[config.mk]
export PLATFORM = sky130hd
export DESIGN_NAME = max_scan_ctrl
export DESIGN_NICKNAME = d
export VERILOG_FILES = /design/src/rtl/max_scan_ctrl.sv
export SDC_FILE = /design/constraint.sdc
export NUM_CORES = 1
export LEC_CHECK = 0
export CAP_MARGIN = 0
export CORE_MARGIN = 1.5
export CORE_UTILIZATION = 53
export DETAILED_ROUTE_END_ITERATION = 8
export GPL_TIMING_DRIVEN = 0
export PLACE_DENSITY_LB_ADDON = 0.2
export SKIP_LAST_GASP = 1
export SYNTH_ARGS = -nofsm -noshare
export SYNTH_HDL_FRONTEND = slang
export SYNTH_SLANG_ARGS = --single-unit
[constraint.sdc]
create_clock -name clk_i -period 12.4 [get_ports clk_i]
set_clock_uncertainty 0.1 [all_clocks]
set_input_delay 2.48 -clock clk_i [delete_from_list [all_inputs] [get_ports clk_i]]
set_output_delay 2.48 -clock clk_i [all_outputs]
set_load 0.01 [all_outputs]
[src/rtl/max_scan_ctrl.sv]
// Host-bus front end for a single-port word buffer with a built-in max/argmax scan sequencer.
// Host buffer writes/reads arbitrate against the scan; only STATUS reads bypass a running scan.
module max_scan_ctrl #(
  parameter int          N_WORDS  = 16,
  parameter logic [31:0] BUF_BASE = 32'h1000_0000,
  parameter logic [31:0] RES_BASE = 32'h2000_0000,
  parameter int          AW       = $clog2(N_WORDS)
) (
  input  logic          clk_i,
  input  logic          rst_i,
  input  logic          host_req_i,
  input  logic          host_we_i,
  input  logic [31:0]   host_addr_i,
  input  logic [31:0]   host_wdata_i,
  output logic          host_ack_o,
  output logic          host_resp_o,
  output logic [31:0]   host_rdata_o,
  output logic          mem_en_o,
  output logic          mem_we_o,
  output logic [AW-1:0] mem_addr_o,
  output logic [31:0]   mem_wdata_o,
  input  logic [31:0]   mem_rdata_i,
  output logic          busy_o,
  output logic          done_o
);

  localparam int            BW   = AW + 2;
  localparam logic [AW-1:0] LAST = AW'(N_WORDS - 1);

  typedef enum logic [1:0] {IDLE, HRD, SCAN, FIN} state_t;

  state_t        state_q, state_d;
  logic [AW-1:0] scan_addr_q, scan_addr_d;
  logic          cmp_vld_q;
  logic [AW-1:0] cmp_idx_q;
  logic [31:0]   run_max_q, run_max_d;
  logic [AW-1:0] run_idx_q, run_idx_d;
  logic [31:0]   max_q, max_d;
  logic [AW-1:0] idx_q, idx_d;
  logic          valid_q, valid_d;
  logic          done_q, done_d;
  logic          resp_q, resp_d;
  logic [31:0]   rdata_q, rdata_d;

  logic          in_buf, in_res, busy, start, status_rd;
  logic [AW-1:0] word;
  logic [1:0]    reg_off;
  logic [31:0]   reg_val;

  assign in_buf    = (host_addr_i[31:BW] == BUF_BASE[31:BW]);
  assign in_res    = (host_addr_i[31:4] == RES_BASE[31:4]);
  assign word      = host_addr_i[BW-1:2];
  assign reg_off   = host_addr_i[3:2];
  assign busy      = (state_q == SCAN) || (state_q == FIN);
  assign status_rd = host_req_i && !host_we_i && in_res && (reg_off == 2'd2) && !resp_q;

  // Unmapped reads fall through to zero.
  always_comb begin
    reg_val = '0;
    if (in_res) begin
      case (reg_off)
        2'd0:    reg_val = max_q;
        2'd1:    reg_val = {{(32-AW){1'b0}}, idx_q};
        2'd2:    reg_val = {30'b0, valid_q, busy};
        default: reg_val = '0;
      endcase
    end
  end

  // Index 0 seeds the running max; later words replace it only when strictly greater.
  always_comb begin
    run_max_d = run_max_q;
    run_idx_d = run_idx_q;
    if (cmp_vld_q && ((cmp_idx_q == '0) || (mem_rdata_i > run_max_q))) begin
      run_max_d = mem_rdata_i;
      run_idx_d = cmp_idx_q;
    end
  end

  always_comb begin
    state_d     = state_q;
    scan_addr_d = scan_addr_q;
    max_d       = max_q;
    idx_d       = idx_q;
    valid_d     = valid_q;
    done_d      = 1'b0;
    resp_d      = 1'b0;
    rdata_d     = '0;
    start       = 1'b0;
    host_ack_o  = 1'b0;
    mem_en_o    = 1'b0;
    mem_we_o    = 1'b0;
    mem_addr_o  = '0;
    mem_wdata_o = '0;
    if (!rst_i) begin
      case (state_q)
        IDLE: begin
          if (host_req_i && !resp_q) begin
            host_ack_o = 1'b1;
            if (in_buf) begin
              mem_en_o   = 1'b1;
              mem_addr_o = word;
              if (host_we_i) begin
                mem_we_o    = 1'b1;
                mem_wdata_o = host_wdata_i;
                start       = (word == LAST);
              end else begin
                state_d = HRD;
              end
            end else if (host_we_i) begin
              start = in_res && (reg_off == 2'd3) && host_wdata_i[0];
            end else begin
              resp_d  = 1'b1;
              rdata_d = reg_val;
            end
          end
        end
        HRD: state_d = IDLE;
        SCAN: begin
          mem_en_o   = 1'b1;
          mem_addr_o = scan_addr_q;
          if (scan_addr_q == LAST) state_d = FIN;
          else                     scan_addr_d = scan_addr_q + 1'b1;
        end
        FIN: begin
          state_d = IDLE;
          max_d   = run_max_d;
          idx_d   = run_idx_d;
          valid_d = 1'b1;
          done_d  = 1'b1;
        end
        default: state_d = IDLE;
      endcase
      if (busy && status_rd) begin
        host_ack_o = 1'b1;
        resp_d     = 1'b1;
        rdata_d    = reg_val;
      end
      if (start) begin
        state_d     = SCAN;
        scan_addr_d = '0;
        valid_d     = 1'b0;
      end
    end
  end

  always_ff @(posedge clk_i or posedge rst_i) begin
    if (rst_i) begin
      state_q     <= IDLE;
      scan_addr_q <= '0;
      cmp_vld_q   <= 1'b0;
      cmp_idx_q   <= '0;
      run_max_q   <= '0;
      run_idx_q   <= '0;
      max_q       <= '0;
      idx_q       <= '0;
      valid_q     <= 1'b0;
      done_q      <= 1'b0;
      resp_q      <= 1'b0;
      rdata_q     <= '0;
    end else begin
      state_q     <= state_d;
      scan_addr_q <= scan_addr_d;
      cmp_vld_q   <= (state_q == SCAN);
      cmp_idx_q   <= scan_addr_q;
      run_max_q   <= run_max_d;
      run_idx_q   <= run_idx_d;
      max_q       <= max_d;
      idx_q       <= idx_d;
      valid_q     <= valid_d;
      done_q      <= done_d;
      resp_q      <= resp_d;
      rdata_q     <= rdata_d;
    end
  end

  assign host_resp_o  = (state_q == HRD) || resp_q;
  assign host_rdata_o = (state_q == HRD) ? mem_rdata_i : rdata_q;
  assign busy_o       = busy;
  assign done_o       = done_q;

endmodule
# Yosys cells after proc, flatten, opt, wreduce, memory -nomap -nowiden

Cells that the tools add are included.

Flip-flop bits (word level): 118
Input bits: 100
Word-level logic and storage cells: 112

Add/sub/neg operators: 1
Order comparisons: 1
Equal/unequal tests: 15
Muxes and demuxes: 58
Bitwise operators: 1
Reductions and logical operators: 24

Operator list:

| cell                 | count |
|---|---|
| $mux 32              | 14 |
| $pmux 32 s3          | 1 |
| $gt 32x32->1         | 1 |
| $eq 28x26->1 const B | 1 |
| $mux 1               | 28 |
| $mux 4               | 7 |
| $eq 26x23->1 const B | 1 |
| $mux 2               | 5 |
| $logic_and 1x1->1    | 9 |
| $ne 3x3->1 const B   | 3 |
| $eq 2x2->1 const B   | 4 |
| $eq 4x4->1 const B   | 2 |
| $pmux 4 s2           | 1 |
| $pmux 2 s3           | 1 |
| $reduce_and 5->1     | 1 |
| $add 4x1->4 const B  | 1 |
| $eq 2x1->1 const B   | 2 |
| $logic_not 2->1      | 2 |
| $logic_not 4->1      | 1 |
| $reduce_and 2->1     | 2 |
| $reduce_bool 2->1    | 2 |
| $logic_or 1x1->1     | 3 |
| $ne 3x1->1 const B   | 1 |
| $reduce_and 3->1     | 1 |
| 5 further kinds      | 6 |

# Logic depth before layout (Yosys ltp)

Depth in word-level cells: 10
Depth in mapped cells: 11
Mapped depth without buffers: 8

# Worst setup path before layout

OpenSTA, ideal clock, no wires.

Path type: input -> output
Start point: input port rst_i
End point: output port mem_wdata_o[10]
Arrival: 6.046 ns
Required time: 9.820 ns
Slack: 3.774 ns
Stages: 5
Path buffers: 1
Path through: inv_1 > nand3b_1 > nor2_1 > clkbuf_1 > and2_1

Cells in the longest elaborated chain, start to end: 1

RTL lines:

| item            | line | source |
|---|---|---|
| start, declared | 10   | `input logic rst_i,` |
| $mux 32         | 95   | `if (!rst_i) begin` |
| end, declared   | 21   | `output logic [31:0] mem_wdata_o,` |

Every way passes these cells.

# Worst setup path in the final report

Start point: input port host_addr_i[21]
End point: output port mem_wdata_o[16]

Cells in the longest elaborated chain, start to end: 5

RTL lines:

| item            | line | source |
|---|---|---|
| start, declared | 13   | `input logic [31:0] host_addr_i,` |
| $eq 26x23->1    | 50   | `assign in_buf = (host_addr_i[31:BW] == BUF_BASE[31:BW]);` |
| $mux 32         | 100  | `if (in_buf) begin` |
| $mux 32         | 98   | `if (host_req_i && !resp_q) begin` |
| $mux 32         | 96   | `case (state_q)` |
| $mux 32         | 95   |  |

Every way passes these cells.

==> results.cfg <==
[timing]
rsz0062_at_grt = false
worst_slack_ns = 4.50
slew_headroom_pct = 46.6
setup_viol = 0
hold_viol = 0
drv_slew = 0
worst_pin_slew_ns = 0.801
period_share_pct = 63.7
tns_ns = 0
max_freq_ghz = 0.127
period_minus_slack_ns = 7.90

[critical_path]
crit_arrival_ns = 5.32
crit_required_ns = 9.82
ff2ff_setup_slack_ns = 9.40
crit_path_end_kind = output pin
crit_type = in2out
path_max_fanout = 10
cp-start-kind = input port

[finish]
fin_nets = 1038
fin_util_pct = 76.1
final_cell_area_sq_mm = 0.00925
fillers = 849
area_growth_pct = 37.9
layoutNonFillerInstCount = 1085
drive_gt1_share_pct = 10.4
diodes = 0

[synth]
yosysMostFrequentCell = dfrtp_1
synth_seq_area_share_pct = 44.0
synth_cell_type_count = 51
ys_async_sr_fraction_pct = 100
avgSynthCellArea_sq_um = 9.38
synth_top_area_cell = dfrtp_1
synth_top_area_share_pct = 44.0
synth_edf_count = 0
synth_commonest_cells = dfrtp_1, nand2_1, inv_1
ys_warn_count = 0
synthCells = 715
synth_area_leaders = dfrtp_1, ha_1, o311ai_2
synth-seq-cells = 118
synth_area_sq_mm = 0.00671
syn_nets = 848
synth_top_flop_cell = dfrtp_1

[routing]
ant_nets = 0
routedWlPerCell_um = 19.0
drt_iter0_drc = 623
routed_wl_um = 20600
vias_per_cell = 5.85
drtPass1Iterations = 5
vias = 6349
post-route-drc-count = 0

[global_routing]
met1_usage_pct = 37.1
grt.overflow.total = 0
antenna_found_initial = 0
top_usage_layer = met2
grt_use_total_pct = 32.0
grt_pass1_vias = 6555
use_met2_pct = 56.8
grt_start_max_net_pins = 90
grt_use_met3_pct = 6.64
grt_pass1_wl_um = 32500

[min_path]
hold_class = reg2reg

[floorplanning]
std_cell_rows = 40
start_util_pct = 55.2
die-area_sq_mm = 0.0133
io_pins = 174
dieWidth_um = 116
fp.dieH_um = 116
core_sq_mm = 0.0122

[placement]
place_inst = 1054
portBuffers = 170
place_area_sq_mm = 0.00865
hpwl_um = 14600
routabilityCongestion = 0.893
pre_cts_ws_ns = 4.45

[cts]
clockBufferDepth = 2
post-cts-setup-buffers = 0
cts-root-buf = clkbuf_16
numCtsBuffers = 17
clk_latency_ns = 0.42
cts_tree = done
cts.sinks = 118
cts_resized = 0
clk_pin_slew_ns = 0.05
ctsHtreeMaxLevel = 4
hold_buffers = 0

[run]
maxCapViolations = 0

[power_and_ir_drop]
leakage_nw = 3.85
power.density_mw_per_mm2 = 104
peakVddDrop_uv = 102

[status]
outcome = finished, final reports clean
final cells by class:
class / count / area [sq um] / area share, %
tap: 168 / 210 / 2.27
multi-input combinational: 476 / 3220 / 34.8
buffer: 50 / 274 / 2.96
clock inverter: 9 / 125 / 1.35
timing repair buffer: 171 / 1730 / 18.7
inverter: 71 / 272 / 2.93
clock buffer: 22 / 474 / 5.13
sequential: 118 / 2950 / 31.9
power by group:
part	internal (mW)	total (mW)	switching, mW
Clock	0.329	0.503	0.174
Sequential	0.386	0.386	0.000473
Combinational	0.0372	0.0682	0.0310
kinds of logic (layout without fill, tap and decap cells):
| logic type | count (synthesis) | count (layout) | synth area share (%) |
|---|---|---|---|
| AND/OR/NAND/NOR | 254 | 254 | 19.5 |
| XOR/XNOR | 3 | 3 | 0.392 |
| multiplexers | 4 | 4 | 0.597 |
| AO/OA/AOI/OAI | 182 | 182 | 21.3 |
| flip-flops | 118 | 118 | 44.0 |
| buffers and inverters | 121 | 323 | 8.06 |
| adder cells (fa/ha/maj) | 33 | 33 | 6.15 |
per-stage QoR:
step / hold slack, ns / power [mW]
final: 0.374 / 0.958
after global routing: 0.390 / 0.983
after CTS: 0.378 / 0.960
after detailed placement: 0.366 / 0.460
after global placement: 0.360 / 0.457
after floorplan: 0.318 / 0.416
critical path: stages:
cell	delay [ns]
clkdlybuf4s50_1	0.44
nor4_1	0.30
nand4_1	0.16
or3b_2	0.54
nor2_1	0.33
clkbuf_1	0.32
and2_1	0.19
clkdlybuf4s50_1	0.56
routing by layer:
layer,wire length (um),share of wire (%)
met1,7980,39
met2,10700,52
met3,1250,6.1
met4,624,3.0
met5,0,0
state kept, by name (all words and copies together) (netlist names):
signal / count
done_o: 1
resp_q: 1
cmp_vld_q: 1
run_idx_q: 4
scan_addr_q: 4
rdata_q: 32
idx_q: 4
valid_q: 1
max_q: 32
run_max_q: 32
state_q: 2
cmp_idx_q: 4
layout by cell type (no fill, tap or decap), types with 17 or more instances in the layout:
| cell | synthesis | layout |
|---|---|---|
| nand3_1 | 40 | 40 |
| clkdlybuf4s50_1 | 0 | 170 |
| o311ai_2 | 25 | 25 |
| and2_1 | 61 | 61 |
| o21ai_0 | 67 | 67 |
| nor2_1 | 26 | 26 |
| dfrtp_1 | 118 | 118 |
| nand2_1 | 85 | 85 |
| ha_1 | 33 | 33 |
| a211o_1 | 36 | 36 |
| clkbuf_1 | 22 | 24 |
| clkbuf_16 | 0 | 17 |
| inv_1 | 71 | 70 |
| a21oi_1 | 17 | 17 |
worst paths after layout:
kind                                          from  cells after the start                      end
hold reg to reg              max_q[27]$_DFFE_PP0P_                      1    rdata_q[27]$_DFF_PP0_
min in group asynchronous                    rst_i                      2   state_q[0]$_DFFE_PP0P_
hold / removal               max_q[27]$_DFFE_PP0P_                      1    rdata_q[27]$_DFF_PP0_
max in group asynchronous                    rst_i                      3    rdata_q[14]$_DFF_PP0_
setup reg to reg           run_max_q[29]$_DFF_PP0_                     11  run_max_q[30]$_DFF_PP0_
setup / recovery                   host_addr_i[21]                      8          mem_wdata_o[16]
Note: power is estimated with default switching activity, not from simulation.
